### src/rtl/wisc_mem_pkg.sv
// Shared types and default geometry for the main-memory arbiter and its fill sequencer.
// The block geometry sets how a byte address splits into block base, word index and byte offset.
package wisc_mem_pkg;

    localparam int WORDS_PER_BLK = 8;
    localparam int MEM_LAT       = 4;
    localparam int WORD_IDX_W    = $clog2(WORDS_PER_BLK);
    localparam int BYTE_OFF_W    = 1;
    localparam int BLK_OFF_W     = WORD_IDX_W + BYTE_OFF_W;

    typedef enum logic [1:0] {
        IDLE  = 2'd0,
        WRITE = 2'd1,
        FILL  = 2'd2
    } state_t;

    typedef enum logic {
        OWN_IC = 1'b0,
        OWN_DC = 1'b1
    } owner_t;

endpackage

### src/rtl/mem_fill_seq.sv
// Issue/receive counter pair for one block fill.
// Both counters are held at zero whenever the sequencer is not enabled.
module mem_fill_seq #(
    parameter int WORDS_PER_BLK = wisc_mem_pkg::WORDS_PER_BLK
) (
    input  logic                             clk,
    input  logic                             rst,
    input  logic                             en,
    input  logic                             mem_valid,
    output logic                             issue_active,
    output logic                             fill_accept,
    output logic                             last_word,
    output logic [$clog2(WORDS_PER_BLK)-1:0] iss_word,
    output logic [$clog2(WORDS_PER_BLK)-1:0] fill_word
);

    localparam int IDX_W = $clog2(WORDS_PER_BLK);
    localparam int CNT_W = IDX_W + 1;

    logic [CNT_W-1:0] iss;
    logic [IDX_W-1:0] rcv;

    assign issue_active = en && (iss < CNT_W'(WORDS_PER_BLK));
    // A return is only taken while a read is outstanding, so stray strobes cannot advance rcv.
    assign fill_accept  = en && mem_valid && ({1'b0, rcv} < iss);
    assign last_word    = fill_accept && (rcv == IDX_W'(WORDS_PER_BLK - 1));
    assign iss_word     = iss[IDX_W-1:0];
    assign fill_word    = rcv;

    always_ff @(posedge clk or posedge rst) begin
        if (rst) begin
            iss <= '0;
        end else if (!en) begin
            iss <= '0;
        end else if (issue_active) begin
            iss <= iss + 1'b1;
        end
    end

    always_ff @(posedge clk or posedge rst) begin
        if (rst) begin
            rcv <= '0;
        end else if (!en || last_word) begin
            rcv <= '0;
        end else if (fill_accept) begin
            rcv <= rcv + 1'b1;
        end
    end

endmodule

### src/rtl/mem_arbiter.sv
// Single-port main-memory arbiter: grants stores and I/D block fills one at a time,
// issues the block's word reads and steers returned words into the owning cache.
module mem_arbiter
    import wisc_mem_pkg::*;
#(
    parameter int ADDR_W        = 16,
    parameter int DATA_W        = 16,
    parameter int WORDS_PER_BLK = wisc_mem_pkg::WORDS_PER_BLK,
    parameter int MEM_LAT       = wisc_mem_pkg::MEM_LAT
) (
    input  logic                             clk,
    input  logic                             rst,
    input  logic                             ic_miss,
    input  logic [ADDR_W-1:0]                ic_miss_addr,
    input  logic                             dc_miss,
    input  logic [ADDR_W-1:0]                dc_miss_addr,
    input  logic                             dc_wr_req,
    input  logic [ADDR_W-1:0]                dc_wr_addr,
    input  logic [DATA_W-1:0]                dc_wr_data,
    output logic                             mem_en,
    output logic                             mem_wr,
    output logic [ADDR_W-1:0]                mem_addr,
    output logic [DATA_W-1:0]                mem_wdata,
    input  logic [DATA_W-1:0]                mem_rdata,
    input  logic                             mem_valid,
    output logic [DATA_W-1:0]                fill_data,
    output logic [$clog2(WORDS_PER_BLK)-1:0] fill_word,
    output logic                             ic_fill_we,
    output logic                             dc_fill_we,
    output logic                             ic_fill_done,
    output logic                             dc_fill_done,
    output logic                             dc_wr_done,
    output logic                             busy
);

    localparam int IDX_W  = $clog2(WORDS_PER_BLK);
    localparam int BYTE_W = $clog2(DATA_W / 8);
    localparam int OFF_W  = IDX_W + BYTE_W;
    localparam int BASE_W = ADDR_W - OFF_W;

    // The latency never enters the logic (returns are counted, not timed); only sanity-check it.
    if (WORDS_PER_BLK < 2 || MEM_LAT < 1) begin : g_cfg_check
        $error("mem_arbiter: unsupported block size or memory latency");
    end

    state_t            state, state_next;
    owner_t            owner_q, owner_d;
    logic [BASE_W-1:0] base_q, base_d;

    logic              seq_en;
    logic              issue_active;
    logic              fill_accept;
    logic              last_word;
    logic [IDX_W-1:0]  iss_word;
    logic [IDX_W-1:0]  rcv_word;

    logic              unused_offsets;
    assign unused_offsets = ^{ic_miss_addr[OFF_W-1:0], dc_miss_addr[OFF_W-1:0]};

    assign seq_en = (state == FILL);
    assign busy   = (state != IDLE);

    mem_fill_seq #(
        .WORDS_PER_BLK (WORDS_PER_BLK)
    ) u_fill_seq (
        .clk          (clk),
        .rst          (rst),
        .en           (seq_en),
        .mem_valid    (mem_valid),
        .issue_active (issue_active),
        .fill_accept  (fill_accept),
        .last_word    (last_word),
        .iss_word     (iss_word),
        .fill_word    (rcv_word)
    );

    always_ff @(posedge clk or posedge rst) begin
        if (rst) begin
            state   <= IDLE;
            owner_q <= OWN_DC;
            base_q  <= '0;
        end else begin
            state   <= state_next;
            owner_q <= owner_d;
            base_q  <= base_d;
        end
    end

    always_comb begin
        state_next   = state;
        owner_d      = owner_q;
        base_d       = base_q;
        mem_en       = 1'b0;
        mem_wr       = 1'b0;
        mem_addr     = '0;
        mem_wdata    = '0;
        fill_data    = '0;
        fill_word    = '0;
        ic_fill_we   = 1'b0;
        dc_fill_we   = 1'b0;
        ic_fill_done = 1'b0;
        dc_fill_done = 1'b0;
        dc_wr_done   = 1'b0;

        unique case (state)
            IDLE: begin
                // Stores first so write-through data never sits behind a whole block fill.
                if (dc_wr_req) begin
                    state_next = WRITE;
                end else if (dc_miss) begin
                    state_next = FILL;
                    owner_d    = OWN_DC;
                    base_d     = dc_miss_addr[ADDR_W-1:OFF_W];
                end else if (ic_miss) begin
                    state_next = FILL;
                    owner_d    = OWN_IC;
                    base_d     = ic_miss_addr[ADDR_W-1:OFF_W];
                end
            end

            WRITE: begin
                mem_en     = 1'b1;
                mem_wr     = 1'b1;
                mem_addr   = dc_wr_addr;
                mem_wdata  = dc_wr_data;
                dc_wr_done = 1'b1;
                state_next = IDLE;
            end

            FILL: begin
                if (issue_active) begin
                    mem_en   = 1'b1;
                    mem_addr = {base_q, iss_word, {BYTE_W{1'b0}}};
                end
                if (fill_accept) begin
                    fill_data  = mem_rdata;
                    fill_word  = rcv_word;
                    ic_fill_we = (owner_q == OWN_IC);
                    dc_fill_we = (owner_q == OWN_DC);
                end
                if (last_word) begin
                    ic_fill_done = (owner_q == OWN_IC);
                    dc_fill_done = (owner_q == OWN_DC);
                    state_next   = IDLE;
                end
            end

            default: begin
                state_next = IDLE;
            end
        endcase
    end

endmodule

### config.mk
export PLATFORM = sky130hd
export DESIGN_NAME = mem_arbiter
export DESIGN_NICKNAME = d
export VERILOG_FILES = /design/src/rtl/wisc_mem_pkg.sv /design/src/rtl/mem_fill_seq.sv /design/src/rtl/mem_arbiter.sv
export SDC_FILE = /design/constraint.sdc
export NUM_CORES = 1
export LEC_CHECK = 0
export CAP_MARGIN = 20
export CORE_ASPECT_RATIO = 1.1
export CORE_MARGIN = 2
export CORE_UTILIZATION = 32
export DETAILED_ROUTE_END_ITERATION = 8
export PLACE_DENSITY = 0.92
export SYNTH_ARGS = -nofsm -noshare
export SYNTH_HDL_FRONTEND = slang
export SYNTH_SLANG_ARGS = --single-unit
### constraint.sdc
create_clock -name clk -period 2.7 [get_ports clk]
set_clock_uncertainty 0.05 [all_clocks]
set_input_delay 0.54 -clock clk [delete_from_list [all_inputs] [get_ports clk]]
set_output_delay 0.54 -clock clk [all_outputs]
set_load 0.01 [all_outputs]
== Yosys cells after proc, flatten, opt, wreduce, memory -nomap -nowiden ==
Index checks and enable logic that the tools add are counted.
Widths: inputs -> output; s select.
Storage, ports and cells
  flip-flop bits (word level): 22
  bits of input ports: 86
  output and inout bits: 59
  logic and storage cells: 60
Cells by class
  add/subtract/negate cells: 2
  order comparisons: 2
  equality and inequality tests: 6
  mux-type cells: 31
  bitwise operators: 2
  reduce and logical (&&, ||, !) cells: 12
Operators by type and width (count)
  $mux 16: 4
  $pmux 16 s2: 1
  $mux 12: 2
  $mux 1: 12
  $mux 3: 4
  $mux 2: 4
  $mux 4: 2
  $reduce_bool 2->1: 3
  $add 4x1->4 const B: 1
  $logic_and 1x1->1: 4
  $lt 3x4->1: 1
  $lt 4x4->1 const B: 1
  $ne 2x2->1 const B: 2
  $ne 4x4->1 const B: 1
  $pmux 2 s2: 1
  $add 3x1->3 const B: 1
  $eq 3x3->1 const B: 1
  $reduce_and 3->1: 1
  $eq 2x1->1 const B: 1
  $eq 2x2->1 const B: 1
  $logic_not 2->1: 1
  $not 1->1: 2
  $pmux 1 s2: 1
  $reduce_and 2->1: 1
  2 further kinds: 2

== Logic depth before layout (Yosys ltp) ==
  depth after elaboration: 6
  gate-level depth with buffers: 7
  gate-level depth less buffers: 6

== By module ==
From an unflattened synthesis, not the netlist that was laid out.
Second synthesis, totals
  cell total of the unflattened synthesis: 207
  area total of the unflattened synthesis: 1800.5 µm²
Modules (own cells, without submodules)
  mem_arbiter: times used 1, cells an instance 162, area an instance 1336.3 µm², sequential area each 376.6 µm²
  mem_fill_seq: times used 1, cells an instance 45, area an instance 464.2 µm², sequential area each 175.2 µm²

== Worst setup path before layout ==
Ideal clock, no wire load.
  path type: reg-to-output
  from: register u_fill_seq.iss[1]
  to: output ic_fill_done
  arrival: 1756 ps
  required time: 2110 ps
  setup slack: 354 ps
  cell stages (with the launch flop): 6
  buffers on the path: 0
  cell sequence: dfrtp_1 > inv_1 > ha_1 > a2111o_1 > a21oi_4 > nor3b_1
Between the ends
  cells in the longest elaborated chain, start to end: 5
RTL lines
  start: declaration: line mem_fill_seq.sv:20  | logic [CNT_W-1:0] iss;
  start signal: assignment: line mem_fill_seq.sv:36  | iss <= iss + 1'b1;
  $lt 3x4->1: line mem_fill_seq.sv:25  | assign fill_accept = en && mem_valid && ({1'b0, rcv} < iss);
  $logic_and 1x1->1: line mem_fill_seq.sv:25
  $logic_and 1x1->1: line mem_fill_seq.sv:26  | assign last_word = fill_accept && (rcv == IDX_W'(WORDS_PER_BLK - 1));
  $mux 1: line mem_arbiter.sv:141  | if (last_word) begin
  $mux 1: line mem_arbiter.sv:105  | unique case (state)
  end: declaration: line mem_arbiter.sv:30  | output logic ic_fill_done,
Every way passes these cells.

== Final worst setup path ==
  from: register u_fill_seq.iss[1]
  to: output fill_data[13]
Between the ends
  cells in the longest elaborated chain, start to end: 4
RTL lines
  $lt 3x4->1: line mem_fill_seq.sv:25
  $logic_and 1x1->1: line mem_fill_seq.sv:25
  $mux 16: line mem_arbiter.sv:135  | if (fill_accept) begin
  $mux 16: line mem_arbiter.sv:105
  end: declaration: line mem_arbiter.sv:26  | output logic [DATA_W-1:0] fill_data,
Every way passes these cells.

==> results by group <==
Global route
  – GRT Resource Usage Total: 19.57%
  – Number of global-route vias before repair: 2053
  – Largest net degree at the start of global routing: 28
  – Initial antenna violation count: 0
  – First-pass GRT wire length: 9266 um
  – Grt ovf: 0

Timing
  – Setup-failing EPs final: 7
  – Setup TNS: -0.1209 ns
  – Achievable clock frequency: 0.3630 GHz
  – Crit path time final: 2.755 ns
  – WHS: 0.4399 ns
  – Least-Margin Pin Slew: 0.8845 ns
  – Period utilisation layout: 102.0%
  – Final hold vios: 0
  – Headroom to the max-slew limit: 40.97%
  – Final WS setup: -0.05513 ns
  – Setup repair after global routing missed its margin: true
  – Final Slew Violations: 0

Pwr
  – LEAKAGE: 1.567 nW
  – Power after layout: 2.124 mW
  – Pwr dens: 629.6 mW/mm^2
  – Worst vdd ir: 355.3 uV

CTS
  – CTS tree: done
  – TritonCTS Sinks: 22
  – CTS root buf: clkbuf_8
  – Clock Tree Buf Depth: 2
  – Clk_lat worst skew: 0.26 ns
  – Clock-pin slew on the worst setup and hold paths: 0.08 ns
  – # H-tree levels: 1
  – CTS buffer count: 3

Setup path
  – CP Class: reg2out
  – Crit path capture type: primary output
  – WP data required: 2.11 ns
  – Crit-path max FO: 7
  – Worst EP arrival: 2.17 ns
  – Setup crit start kind: register

Route
  – Via Count: 1965
  – 1st-pass router iterations: 4
  – Wirelength, routed: 6003 um
  – WL/cell: 14.47 um
  – DR DRC count: 0
  – Vias per std cell: 4.735
  – Post-route ant nets: 0
  – Initial detailed-routing violation count: 38

Synthesis
  – Count of cell types in the netlist: 33
  – Sequential fraction of the synthesis area: 32.24%
  – Fraction of synthesis flops using an asynchronous set or reset pin: 100.0%
  – Syn Nets: 295
  – YS warnings: 0
  – Mapped Cells: 201
  – Mapped Area: 0.001712 mm^2
  – Post-synth EDFFs: 0
  – Yosys reg bits: 22
  – Share of the synthesized area in the top cell type: 30.70%
  – Avg Cell Area, Syn: 8.516 um^2
  – Most used DFF post-synth: dfrtp_1
  – Synth area leaders: dfrtp_1, and2_1, mux2i_1
  – Largest area contributor in the netlist: dfrtp_1

Floorplan
  – Num rows: 27
  – IO Count: 145
  – Die X: 73.73 um
  – Core area: 0.005067 mm^2
  – Die ar.: 0.005950 mm^2
  – Initial Util: 33.78%
  – Die H: 80.71 um

Place
  – Dpl cell area: 0.003231 mm^2
  – Buffers added on ports: 136
  – Final HPWL DP: 4777 um
  – Final GP Congestion: 0.7666

Status
  – Violated checks: setup timing
  – Status: finished with violations

Finish
  – Layout fillers: 410
  – N_diodes: 0
  – Nets: 452
  – Area Overhead vs Synth: 97.08%
  – Layout Utilization: 66.57%
  – Multi-input logic area: 0.001102 mm^2
  – FF+latch area: 551.8 um^2
  – Share of layout cells above drive strength 1: 20.73%
  – Fin area: 0.003373 mm^2

Flow run
  – Max-Cap Viols: 0

Hold path
  – Hold Path Class: reg2reg
==> synth_stat cells, types with 2 or more instances <==
cell type / n
buf_2: 2
nor2b_1: 18
a31oi_1: 2
clkbuf_1: 6
buf_1: 2
o21ai_0: 15
buf_6: 2
nor3b_1: 2
ha_1: 8
and2_1: 37
a21oi_1: 2
a22oi_1: 16
nor2_1: 7
a21o_1: 2
nand2_1: 19
mux2i_1: 16
dfrtp_1: 21
inv_1: 9
==> cell families after synthesis <==
family | Yosys count | synth area share (%)
flip-flops | 22 | 32.24
XOR/XNOR | 2 | 1.024
adder cells (fa/ha/maj) | 8 | 5.848
AND/OR/NAND/NOR | 87 | 28.07
AO/OA/AOI/OAI | 43 | 17.18
buffers and inverters | 23 | 6.286
multiplexers | 16 | 9.357
==> placed cells by master, fill, tap and decap left out, types with 2 or more instances in the layout <==
master,n
buf_2,14
and2_4,8
a21oi_1,2
nor2_1,6
a21o_1,2
buf_4,22
o21ai_0,13
nor2b_1,18
dlygate4sd2_1,15
nand2_1,19
buf_12,2
o21ai_1,2
mux2i_1,16
ha_2,2
dfrtp_1,21
ha_1,5
clkdlybuf4s50_1,97
and2_1,29
buf_6,12
a31oi_1,2
clkbuf_8,4
a22oi_1,16
inv_1,8
==> state kept, by name (all words and copies together) (netlist names) <==
register	flops
u_fill_seq.iss	4
state	2
u_fill_seq.fill_word	3
base_q	12
owner_q	1
==> metal layers <==
metal,GRT usage [%],vias up,wire [um]
li1,-,988,-
met1,21.80,896,2277
met2,36.34,71,3238
met3,4.517,10,386
met4,5.818,0,100
met5,0,-,0
==> layout make-up <==
class	count	area share, %
well taps	58	2.151
multi-input cells	156	32.68
flip-flops and latches	22	16.36
repair buffers	165	46.03
inverters	10	1.150
clock buffers	4	1.632
==> final timing paths <==
check | cells past startpoint | startpoint | end | slack (ns)
hold / removal | 2 | base_q[5]$_DFFE_PP0P_ | base_q[5]$_DFFE_PP0P_ | 0.44
hold reg to reg | 2 | base_q[5]$_DFFE_PP0P_ | base_q[5]$_DFFE_PP0P_ | 0.44
setup / recovery | 9 | u_fill_seq.iss[1]$_DFFE_PP0P_ | fill_data[13] | -0.06
min in group asynchronous | 2 | rst | u_fill_seq.iss[1]$_DFFE_PP0P_ | 0.72
max in group asynchronous | 2 | rst | u_fill_seq.fill_word[0]$_DFFE_PP0P_ | 1.34
setup reg to reg | 9 | u_fill_seq.iss[1]$_DFFE_PP0P_ | u_fill_seq.fill_word[2]$_DFFE_PP0P_ | 0.52
==> power breakdown <==
group / switching (mW) / total [mW] / internal [mW] / leakage, nW
clock network: 0.110 / 0.240 / 0.130 / 0.0288
logic: 0.609 / 1.35 / 0.744 / 1.26
registers: 0.0771 / 0.531 / 0.454 / 0.282
==> repair_timing <==
| item | 4_1_cts | 5_1_grt |
|---|---|---|
| hold endpoints to repair | 0 | 0 |
| cloned | 0 | 1 |
| hold buffers | 0 | 0 |
| gates resized for setup | 115 | 24 |
| buffers inserted | 7 | 3 |
| pin swaps | 3 | 9 |
| endpoints found under the setup margin | 39 | 30 |
==> stage by stage <==
step / instances / setup slack (ns)
2_1_floorplan: 201 / 0.3535
3_5_place_dp: 401 / -0.4011
4_1_cts: 412 / -0.06202
6_report: 415 / -0.05513
5_1_grt: 415 / -0.1192
3_3_place_gp: 401 / -0.3511
==> critical path, cell delays in order (launching register included) <==
cell      delay, ns
dfrtp_1        0.39
inv_2          0.07
ha_4           0.20
a2111o_1       0.47
a21oi_4        0.22
buf_6          0.14
buf_12         0.10
buf_6          0.08
and2_4         0.13
buf_6          0.09
Power figures use the tool's default switching activity.
